File: src/rtl/ser_add.sv
// ---------------------------------------------------------------------------
// ser_add -- iterative adder/subtractor.
//
// Works through two WIDTH-bit operands LSB-first, BITS_PER_CYCLE bits per
// clock, through a short ripple chain of full-adder cells. The carry between
// chunks is held in a register. A start/done handshake lets a controller
// issue one operation at a time and then read a result that stays put.
//
// Ports:
//   clk   in   rising-edge clock
//   rst   in   synchronous, active-high reset
//   start in   request a new operation (sampled only while idle)
//   sub   in   0 = a+b, 1 = a-b (captured with start)
//   a     in   operand A (captured with start)
//   b     in   operand B (captured with start)
//   busy  out  operation in progress
//   done  out  one-cycle pulse when sum/carry/ovf have just been updated
//   sum   out  result modulo 2^WIDTH, held between operations
//   carry out  carry out of the MSB; for subtraction 1 means no borrow
//   ovf   out  signed (two's-complement) overflow
// ---------------------------------------------------------------------------
module ser_add #(
  parameter int WIDTH          = 8,
  parameter int BITS_PER_CYCLE = 1
) (
  input  logic             clk,
  input  logic             rst,
  input  logic             start,
  input  logic             sub,
  input  logic [WIDTH-1:0] a,
  input  logic [WIDTH-1:0] b,
  output logic             busy,
  output logic             done,
  output logic [WIDTH-1:0] sum,
  output logic             carry,
  output logic             ovf
);

  // Guarded copy of the chunk size so that a bad parameter reports the
  // error below instead of dividing by zero while elaborating.
  localparam int K  = (BITS_PER_CYCLE < 1) ? 1 : BITS_PER_CYCLE;
  localparam int N  = WIDTH / K;
  localparam int CW = $clog2(N + 1);
  localparam logic [CW-1:0] LAST_CNT = CW'(N - 1);

  localparam logic [0:0] S_IDLE = 1'b0;
  localparam logic [0:0] S_RUN  = 1'b1;

  if (WIDTH < 2) begin : g_badWidth
    $error("ser_add: WIDTH must be at least 2");
  end
  if (BITS_PER_CYCLE < 1 || (WIDTH % K) != 0) begin : g_badChunk
    $error("ser_add: BITS_PER_CYCLE must be >= 1 and divide WIDTH");
  end

  logic [0:0]       r_state;
  logic [CW-1:0]    r_cnt;
  logic [WIDTH-1:0] r_a;
  logic [WIDTH-1:0] r_b;
  logic [WIDTH-1:0] r_part;
  logic             r_carry;
  logic [WIDTH-1:0] r_sum;
  logic             r_carryOut;
  logic             r_ovf;
  logic             r_done;

  logic [K-1:0]     w_s;
  logic             w_cOut;
  logic             w_cMsbIn;
  logic [WIDTH-1:0] w_partNext;

  // Ripple chain across the low K bits of the operand shift registers.
  // The carry entering the top cell is kept aside: on the final chunk that
  // cell is bit WIDTH-1, and its carry-in XOR carry-out is signed overflow.
  always_comb begin : p_chain
    logic carryVar;
    carryVar = r_carry;
    w_s      = '0;
    w_cMsbIn = 1'b0;
    for (int i = 0; i < K; i++) begin
      w_s[i] = r_a[i] ^ r_b[i] ^ carryVar;
      if (i == K - 1) begin
        w_cMsbIn = carryVar;
      end
      carryVar = (r_a[i] & r_b[i]) | (carryVar & (r_a[i] ^ r_b[i]));
    end
    w_cOut = carryVar;
  end

  // New chunk enters at the MSB end; after N chunks the first one has
  // travelled down to bit 0, so the register holds the sum in order.
  assign w_partNext = (WIDTH'(w_s) << (WIDTH - K)) | (r_part >> K);

  // Control and datapath. Subtraction is a + ~b + 1, the +1 coming from the
  // initial carry. Result registers only move on the final chunk so the
  // previous answer stays readable while the next operation runs.
  always_ff @(posedge clk) begin
    if (rst) begin
      r_state    <= S_IDLE;
      r_cnt      <= '0;
      r_a        <= '0;
      r_b        <= '0;
      r_part     <= '0;
      r_carry    <= 1'b0;
      r_sum      <= '0;
      r_carryOut <= 1'b0;
      r_ovf      <= 1'b0;
      r_done     <= 1'b0;
    end else begin
      r_done <= 1'b0;
      case (r_state)
        S_IDLE: begin
          if (start) begin
            r_a     <= a;
            r_b     <= sub ? ~b : b;
            r_carry <= sub;
            r_cnt   <= '0;
            r_state <= S_RUN;
          end
        end
        S_RUN: begin
          r_a     <= r_a >> K;
          r_b     <= r_b >> K;
          r_part  <= w_partNext;
          r_carry <= w_cOut;
          r_cnt   <= r_cnt + 1'b1;
          if (r_cnt == LAST_CNT) begin
            r_sum      <= w_partNext;
            r_carryOut <= w_cOut;
            r_ovf      <= w_cOut ^ w_cMsbIn;
            r_done     <= 1'b1;
            r_state    <= S_IDLE;
          end
        end
        default: r_state <= S_IDLE;
      endcase
    end
  end

  assign busy  = (r_state == S_RUN);
  assign done  = r_done;
  assign sum   = r_sum;
  assign carry = r_carryOut;
  assign ovf   = r_ovf;

endmodule
File: config.mk
export PLATFORM = sky130hd
export DESIGN_NAME = ser_add
export DESIGN_NICKNAME = d
export VERILOG_FILES = /design/src/rtl/ser_add.sv
export SDC_FILE = /design/constraint.sdc
export NUM_CORES = 1
export LEC_CHECK = 0
export ABC_AREA = 0
export CORE_ASPECT_RATIO = 0.8
export CORE_MARGIN = 1.5
export CORE_UTILIZATION = 50
export DETAILED_ROUTE_END_ITERATION = 7
export PLACE_DENSITY_LB_ADDON = 0.08
export SETUP_SLACK_MARGIN = 0.5
export SLEW_MARGIN = 20
export SYNTH_ARGS = -nofsm -noshare
export SYNTH_HDL_FRONTEND = slang
export SYNTH_SLANG_ARGS = --single-unit
File: constraint.sdc
create_clock -name clk -period 2.8 [get_ports clk]
set_input_delay 0.7 -clock clk [delete_from_list [all_inputs] [get_ports clk]]
set_output_delay 0.7 -clock clk [all_outputs]
set_load 0.05 [all_outputs]
# [Yosys cells after proc, flatten, opt, wreduce, memory -nomap -nowiden]
# Index checks and enable logic that the tools add are counted.
[classes] add_sub_neg=1 n_mul=0 div_mod_pow=0 magnitude_cmp=0 n_eq_ne=2 n_shift=0 mux=13 bitwise_logic=9 reduce_logical=2
[op_table] operator="$pmux W8 S2" n=2
[op_table] operator="$mux W8" n=3
[op_table] operator="$not A8 Y8" n=1
[op_table] operator="$or A8 B7 Y8" n=1
[op_table] operator="$pmux W4 S2" n=1
[op_table] operator="$add A4 B1 Y4 const B" n=1
[op_table] operator="$eq A4 B3 Y1 const B" n=1
[op_table] operator="$mux W1" n=4
[op_table] operator="$mux W4" n=1
[op_table] operator="$pmux W1 S2" n=2
[op_table] operator="$xor A1 B1 Y1" n=3
[op_table] operator="$and A1 B1 Y1" n=2
[op_table] operator="$ne A2 B2 Y1 const B" n=1
[op_table] operator="$reduce_and A2 Y1" n=1
[op_table] operator="$reduce_or A2 Y1" n=1
[op_table] operator="$not A1 Y1" n=1
[op_table] operator="$or A1 B1 Y1" n=1
[word_totals] reg_bits=41 latch_bits=0 ram_bits=0 rom_bits=0 output_inout_bits=12 elab_cells=37 mem_count=0

# [Longest topological paths before layout]
# Gate-level depths: netlist of run 1.
[depth] ltp_word=4 ltp_mapped=5 ltp_nobuf=4

# [Least setup slack after synthesis of run 1]
# OpenSTA, ideal clock, no wires.
[synth_path] kind="input to register" from="input start" to="register r_carry" arrival_ns=1.376 setup_slack_ns=1.296 path_stages=4 path_buffers=1 cell_sequence="buf_2 mux2_1 mux2i_1 nor2_1"
[synth_via] elab_chain_len=1
[synth_lines] element="start, declared" line="28" source="input logic start,"
[synth_lines] element="$ne A2 B2 Y1 (no line)"
[synth_lines] element="end signal, assigned" line="116" source="r_carry <= sub;"
[synth_lines] element="end signal, assigned" line="125" source="r_carry <= w_cOut;"
[synth_lines] element="end, declared" line="61" source="logic r_carry;"
# Every way passes these cells.
# A chain may end at the register's enable or synchronous reset.

# [Worst setup path in the final report of run 1]
[layout_path] from="register r_carryOut, in the netlist carry" to="output carry"
[layout_lines] element="start, declared" line="63" source="logic r_carryOut;"
[layout_lines] element="start signal, assigned" line="129" source="r_carryOut <= w_cOut;"
[layout_lines] element="end, declared" line="35" source="output logic carry,"
# No word-level cell between the ends.

==> results.cfg, run 1 <==
[floorplan]
ios = 32
dieArea_sq_um = 3700
rows = 18
start_util_pct = 53.4
die_h_microns = 54.7
die_w_microns = 67.6
core_sq_um = 3130

[cts]
clkSlewWorstSetupHoldPaths_ns = 0.08
cts_buffer_depth = 2
clock_sinks = 40
postCtsHoldBufs = 0
root_buffer = clkbuf_8
cts-buffers-inserted = 5
clock_latency_ns = 0.29
htreeDepth = 2
cts_tree = built
post_cts_resized = 0
post_cts_buffers = 0

[final_layout]
seqCellArea_sq_um = 802
antennaDiodeCount = 0
fin_nets = 216
final_util_pct = 67.2
fillers = 244
multi_input_area_sq_um = 791
layout-drive-gt1-share_pct = 8.72
area_growth_pct = 25.9

[synth]
synth_most_common_cell = dfxtp_1
synth_area_leaders = dfxtp_1, mux2i_1, nor2_1
synth_top_area_share_pct = 47.9
synth_compound_area_share_pct = 13.7
avgSynthCellArea_sq_um = 10.2
synth.cell_area_sq_um = 1670
synth_top_family_by_area = multiplexers
yosysWarnings = 0
synth_xor_xnor_area_share_pct = 5.24
synthTopCellsByCount = dfxtp_1, nor2_1, mux2i_1, a21oi_1, a22o_1
ys.flop_type = dfxtp_1
yosys.area_share.simple_pct = 10.9
async_flop_share_pct = 0
ys_seq_area_share_pct = 47.9
synth_edf_count = 0
synthMuxAreaShare_pct = 15.6
synth_fa_ha_area_share_pct = 1.95
synthCells = 164
yosysUniqueCellTypes = 24
syn_nets = 186
synth_seq_cells = 40
synth_top_cell_by_area = dfxtp_1

[timing]
setup_tns_ns = 0
tightest_slew_ns = 0.818
hold_slack_ns = 0.464
relSlewSlack_pct = 45.3
worst_slack_ns = 0.653
slew_violations = 0
rsz0062_at_grt = false
fin_crit_sh_pct = 76.7
fin_skew_ns = 0.00545
hold_viol = 0
setup_viol = 0
max_freq_ghz = 0.466
min_period_ns = 2.15

[placed_design]
gp_congestion = 0.831
pre_cts_ws_ns = 0.559
io_buffers = 31
dpl.hpwl_mm = 2.04

[worst_setup_path]
cp.arrival_ns = 1.45
worst-path-buf-inv = 1
slowest_delay_ns = 0.81
cp-start-kind = register
ff2ff_path_depth = 4
path_max_fanout = 2
crit_family = buffers and inverters
r2r_end = carry
worstPathRequired_ns = 2.10
critical_path_class = reg2out
worst_path_max_delay_cell = clkdlybuf4s50_1
reg2reg_from = r_cnt[0]
path_cells = clkdlybuf4s50_1
end_kind = output pin
regToRegSetupSlack_ns = 1.13

[worst_hold_path]
whs_endpoint = r_b[2]
hp-class = reg2reg
min_from = r_b[3]
holdPathStages = 2

[detailed_routing]
vias = 1213
drt_iter0_markers = 50
ant_nets = 0
drcViolationCount = 0
wl_mm = 2.83
drt-pass1-iter-count = 4
routed_via_density = 5.16
wl_per_cell_microns = 12.0

[global_route]
grt_max_degree = 33
grt_pass1_wl_mm = 4.53
antenna_found_initial = 0
track_usage_pct = 17.0
grt_overflow = 0
grt_pass1_vias = 1061

[power_and_ir_drop]
power_switching_mw = 0.270
max-vdd-ir-drop_mv = 0.388
pwr_density_cell_nw_per_um2 = 571
p_leak_nw = 0.841
power_mw = 1.20
intPower_mw = 0.931
seqPwrFrac_pct = 50.7
pwr-share-clk_pct = 37.9
netSwitchingFraction_pct = 22.5
p_comb_share_pct = 11.4

[run]
maxCapViolCount = 0

[status]
status = finished, final reports clean
cells by family (layout without fill, tap and decap cells):
logic type	after synthesis	in the layout
AND/OR/NAND/NOR	43	43
flip-flops	40	40
AO/OA/AOI/OAI	30	30
multiplexers	25	25
buffers and inverters	14	45
XOR/XNOR	10	10
adder cells (fa/ha/maj)	2	2
power groups by stage:
stage | clock, mW | sequential [mW] | combinational (mW)
after floorplan | 0 | 0.619 | 0.0972
after global placement | 0 | 0.621 | 0.135
after detailed placement | 0 | 0.622 | 0.138
after CTS | 0.466 | 0.609 | 0.139
after global routing | 0.492 | 0.612 | 0.151
final | 0.455 | 0.609 | 0.137
routing by layer:
metal | vias up | routed length (microns) | global-route usage [%]
met1 | 563 | 1340 | 20.8
met5 | - | 0 | 0
met2 | 22 | 1310 | 27.6
li1 | 623 | - | -
met3 | 5 | 139 | 4.94
met4 | 0 | 38 | 8.16
flip-flops by register name, summed over array words and instances, names as in the netlist:
| name | count |
|---|---|
| done | 1 |
| sum | 8 |
| r_cnt | 4 |
| ovf | 1 |
| r_carry | 1 |
| busy | 1 |
| r_a | 8 |
| carry | 1 |
| r_b | 8 |
| r_part | 7 |
through the flow:
stage          cells  area [sq um]
3_3_place_gp     227          1990
2_1_floorplan    164          1670
3_5_place_dp     227          1990
6_report         235          2100
5_1_grt          235          2100
4_1_cts          235          2100
final cells by class:
type | count | share of cell area [%]
Timing Repair Buffer | 36 | 16.4
Sequential cell | 40 | 38.1
Inverter | 1 | 0.178
Multi-Input combinational cell | 110 | 37.6
Clock inverter | 3 | 2.02
Clock buffer | 5 | 3.27
Tap cell | 40 | 2.38
worst min-delay path: stages, from the launching register on:
cell	delay (ns)
dfxtp_1	0.31
nand2_1	0.06
a21oi_1	0.05
layout by cell type, fill, tap and decap left out, types with 2 or more instances in the layout:
cell             netlist  layout
a211o_1                7       7
a21oi_1               10      10
a22o_1                10      10
buf_4                  0       6
clkbuf_8               0       5
clkdlybuf4s50_1        0      30
dfxtp_1               40      39
mux2_1                 8       8
mux2i_1               17      17
nand2_1                8       8
nor2_1                28      28
nor2b_1                2       2
nor3b_1                2       2
xnor2_1                8       8
xor2_1                 2       2
worst max-delay path by stage:
stage | startpoint | end | slack, ns | cells after the start
global route | sum[0] | sum[0] | 0.60 | 1
CTS | carry | carry | 0.64 | 1
floorplan | start | r_carry | 1.30 | 4
detailed placement | rst | carry | 0.56 | 4
global placement | start | r_a[3] | 0.60 | 5
finish | carry | carry | 0.65 | 1
(Power assumes the default switching activity.)
==> run 2, diff against run 1 <==
==> constraint.sdc (replaced) <==
create_clock -name clk -period 2.2 [get_ports clk]
set_input_delay 0.55 -clock clk [delete_from_list [all_inputs] [get_ports clk]]
set_output_delay 0.55 -clock clk [all_outputs]
set_load 0.05 [all_outputs]
==> run 2 against run 1 <==
  * Cell count fell by 0.85%
  * Sequential power up 27%
  * Register-to-register slack worse by 0.52 ns
  * Sequential share of layout area increased by 1.1 points
  * Clock power shrank 2%
  * Power increased by 17%
  * Largest power group unchanged
  * Core utilization fell by 2.0 points
  * Flip-flop and latch count unchanged
  * Clock skew down 0.0011 ns
==> results.cfg, run 2 (same netlist as run 1, synthesis figures left out) <==
[floorplan]
dieArea_sq_um = 3700
rows = 18
start_util_pct = 53.4
die_w_microns = 67.6
ios = 32
die_h_microns = 54.7
core_sq_um = 3130

[detailed_routing]
drt-pass1-iter-count = 4
routed_via_density = 5.29
vias = 1232
wl_mm = 3.01
drt_iter0_markers = 36
ant_nets = 0
drcViolationCount = 0
wl_per_cell_microns = 12.9

[timing]
tightest_slew_ns = 0.753
hold_viol = 0
setup_viol = 0
slew_violations = 0
min_period_ns = 1.64
setup_tns_ns = 0
worst_slack_ns = 0.561
fin_crit_sh_pct = 74.5
relSlewSlack_pct = 49.6
rsz0062_at_grt = false
fin_skew_ns = 0.00438
max_freq_ghz = 0.610

[worst_setup_path]
worst_path_max_delay_cell = nor2_1
critical_path_class = in2reg
worstPathRequired_ns = 2.43
regToRegSetupSlack_ns = 0.61
reg2reg_from = r_cnt[0]
worst-path-buf-inv = 1
path_cells = clkdlybuf4s50_1 -> nor2_1 -> a22o_1
path_depth = 3
cp.arrival_ns = 1.87
slowest_delay_ns = 0.62
end_kind = register
cp-start-kind = primary input
cp-startpoint = rst
ff2ff_path_depth = 4
crit_family = simple AND/OR/NAND/NOR gates
r2r_end = sum[0]
critPathCapture = sum[0]
path_max_fanout = 11

[cts]
clkSlewWorstSetupHoldPaths_ns = 0.07
clock_latency_ns = 0.29
cts_buffer_depth = 2
cts_tree = built
postCtsHoldBufs = 0
cts-buffers-inserted = 5
root_buffer = clkbuf_8
htreeDepth = 2
clock_sinks = 40
post_cts_buffers = 0

[power_and_ir_drop]
intPower_mw = 1.07
p_comb_share_pct = 12.9
p_leak_nw = 0.857
seqPwrFrac_pct = 55.3
netSwitchingFraction_pct = 23.8
pwr_density_cell_nw_per_um2 = 687
max-vdd-ir-drop_mv = 0.498
power_switching_mw = 0.334
pwr-share-clk_pct = 31.7

[final_layout]
layout_commonest_cell = dfxtp_1
final_util_pct = 65.2
multi_input_area_sq_um = 793
fillers = 250
area_growth_pct = 22.2
layout-drive-gt1-share_pct = 13.0
fin_nets = 215
seqCellArea_sq_um = 802
antennaDiodeCount = 0
mostFrequentLayoutCells = dfxtp_1, nor2_1, clkdlybuf4s50_1

[placed_design]
dpl.hpwl_mm = 2.05
io_buffers = 31
gp_congestion = 0.691
pre_cts_ws_ns = 0.212

[global_route]
antenna_found_initial = 0
grt_overflow = 0
grt_pass1_wl_mm = 4.72
grt_pass1_vias = 1110
track_usage_pct = 17.9
grt_max_degree = 33

[run]
maxCapViolCount = 0

[worst_hold_path]
hp-class = reg2reg

[status]
status = finished, final reports clean
-- run 2: repair_timing --
action / CTS / global route
endpoints found under the hold margin: 0 / 0
endpoints found under the setup margin: 11 / 30
gates resized for setup: 18 / 16
pin swaps: 0 / 0
-- run 2: stage by stage --
stage / instances / total power [mW] / hold WS, ns / cell area [sq um]
floorplan: 164 / 0.911 / 0.440 / 1670
global route: 233 / 1.47 / 0.496 / 2040
global placement: 226 / 0.967 / 0.445 / 2010
CTS: 233 / 1.42 / 0.467 / 2080
finish: 233 / 1.40 / 0.466 / 2040
detailed placement: 226 / 0.975 / 0.457 / 2010
-- run 2: worst reg2reg max path: cells and delay by family, from the launching register on --
family	cells	cell delay, ns
and+or+nand+nor	2	0.72
DFF	1	0.38
AOI/OAI and AO/OA	1	0.23
adders and majority gates	1	0.20
-- run 2: how the worst min path moves through the flow --
stage	startpoint	end	cells after the start	slack (ns)
2_1_floorplan	r_b[1]	r_b[0]	2	0.44
3_3_place_gp	r_b[4]	r_b[3]	2	0.45
3_5_place_dp	r_b[1]	r_b[0]	2	0.46
4_1_cts	r_b[1]	r_b[0]	2	0.47
5_1_grt	r_b[3]	r_b[2]	2	0.50
6_report	r_b[1]	r_b[0]	2	0.47
-- run 2: power groups by stage --
stage               sequential [mW]  clock [mW]  combinational, mW
floorplan                     0.787           0              0.124
global placement              0.791           0              0.176
detailed placement            0.793           0              0.182
CTS                           0.776       0.460              0.183
global route                  0.780       0.493              0.199
finish                        0.776       0.445              0.181
-- run 2: final cells by class --
| class | count | area share (%) |
|---|---|---|
| Sequential cell | 40 | 39.3 |
| Multi-Input combinational cell | 110 | 38.8 |
| Timing Repair Buffer | 35 | 15.4 |
| Clock buffer | 6 | 3.55 |
| Tap cell | 40 | 2.45 |
| Clock inverter | 1 | 0.245 |
| Inverter | 1 | 0.184 |
-- run 2: layer usage --
layer | share of wire (%) | GRT usage [%]
met5 | 0 | 0
met4 | 1.1 | 7.82
met3 | 4.5 | 8.02
met2 | 45 | 28.8
met1 | 50 | 20.8
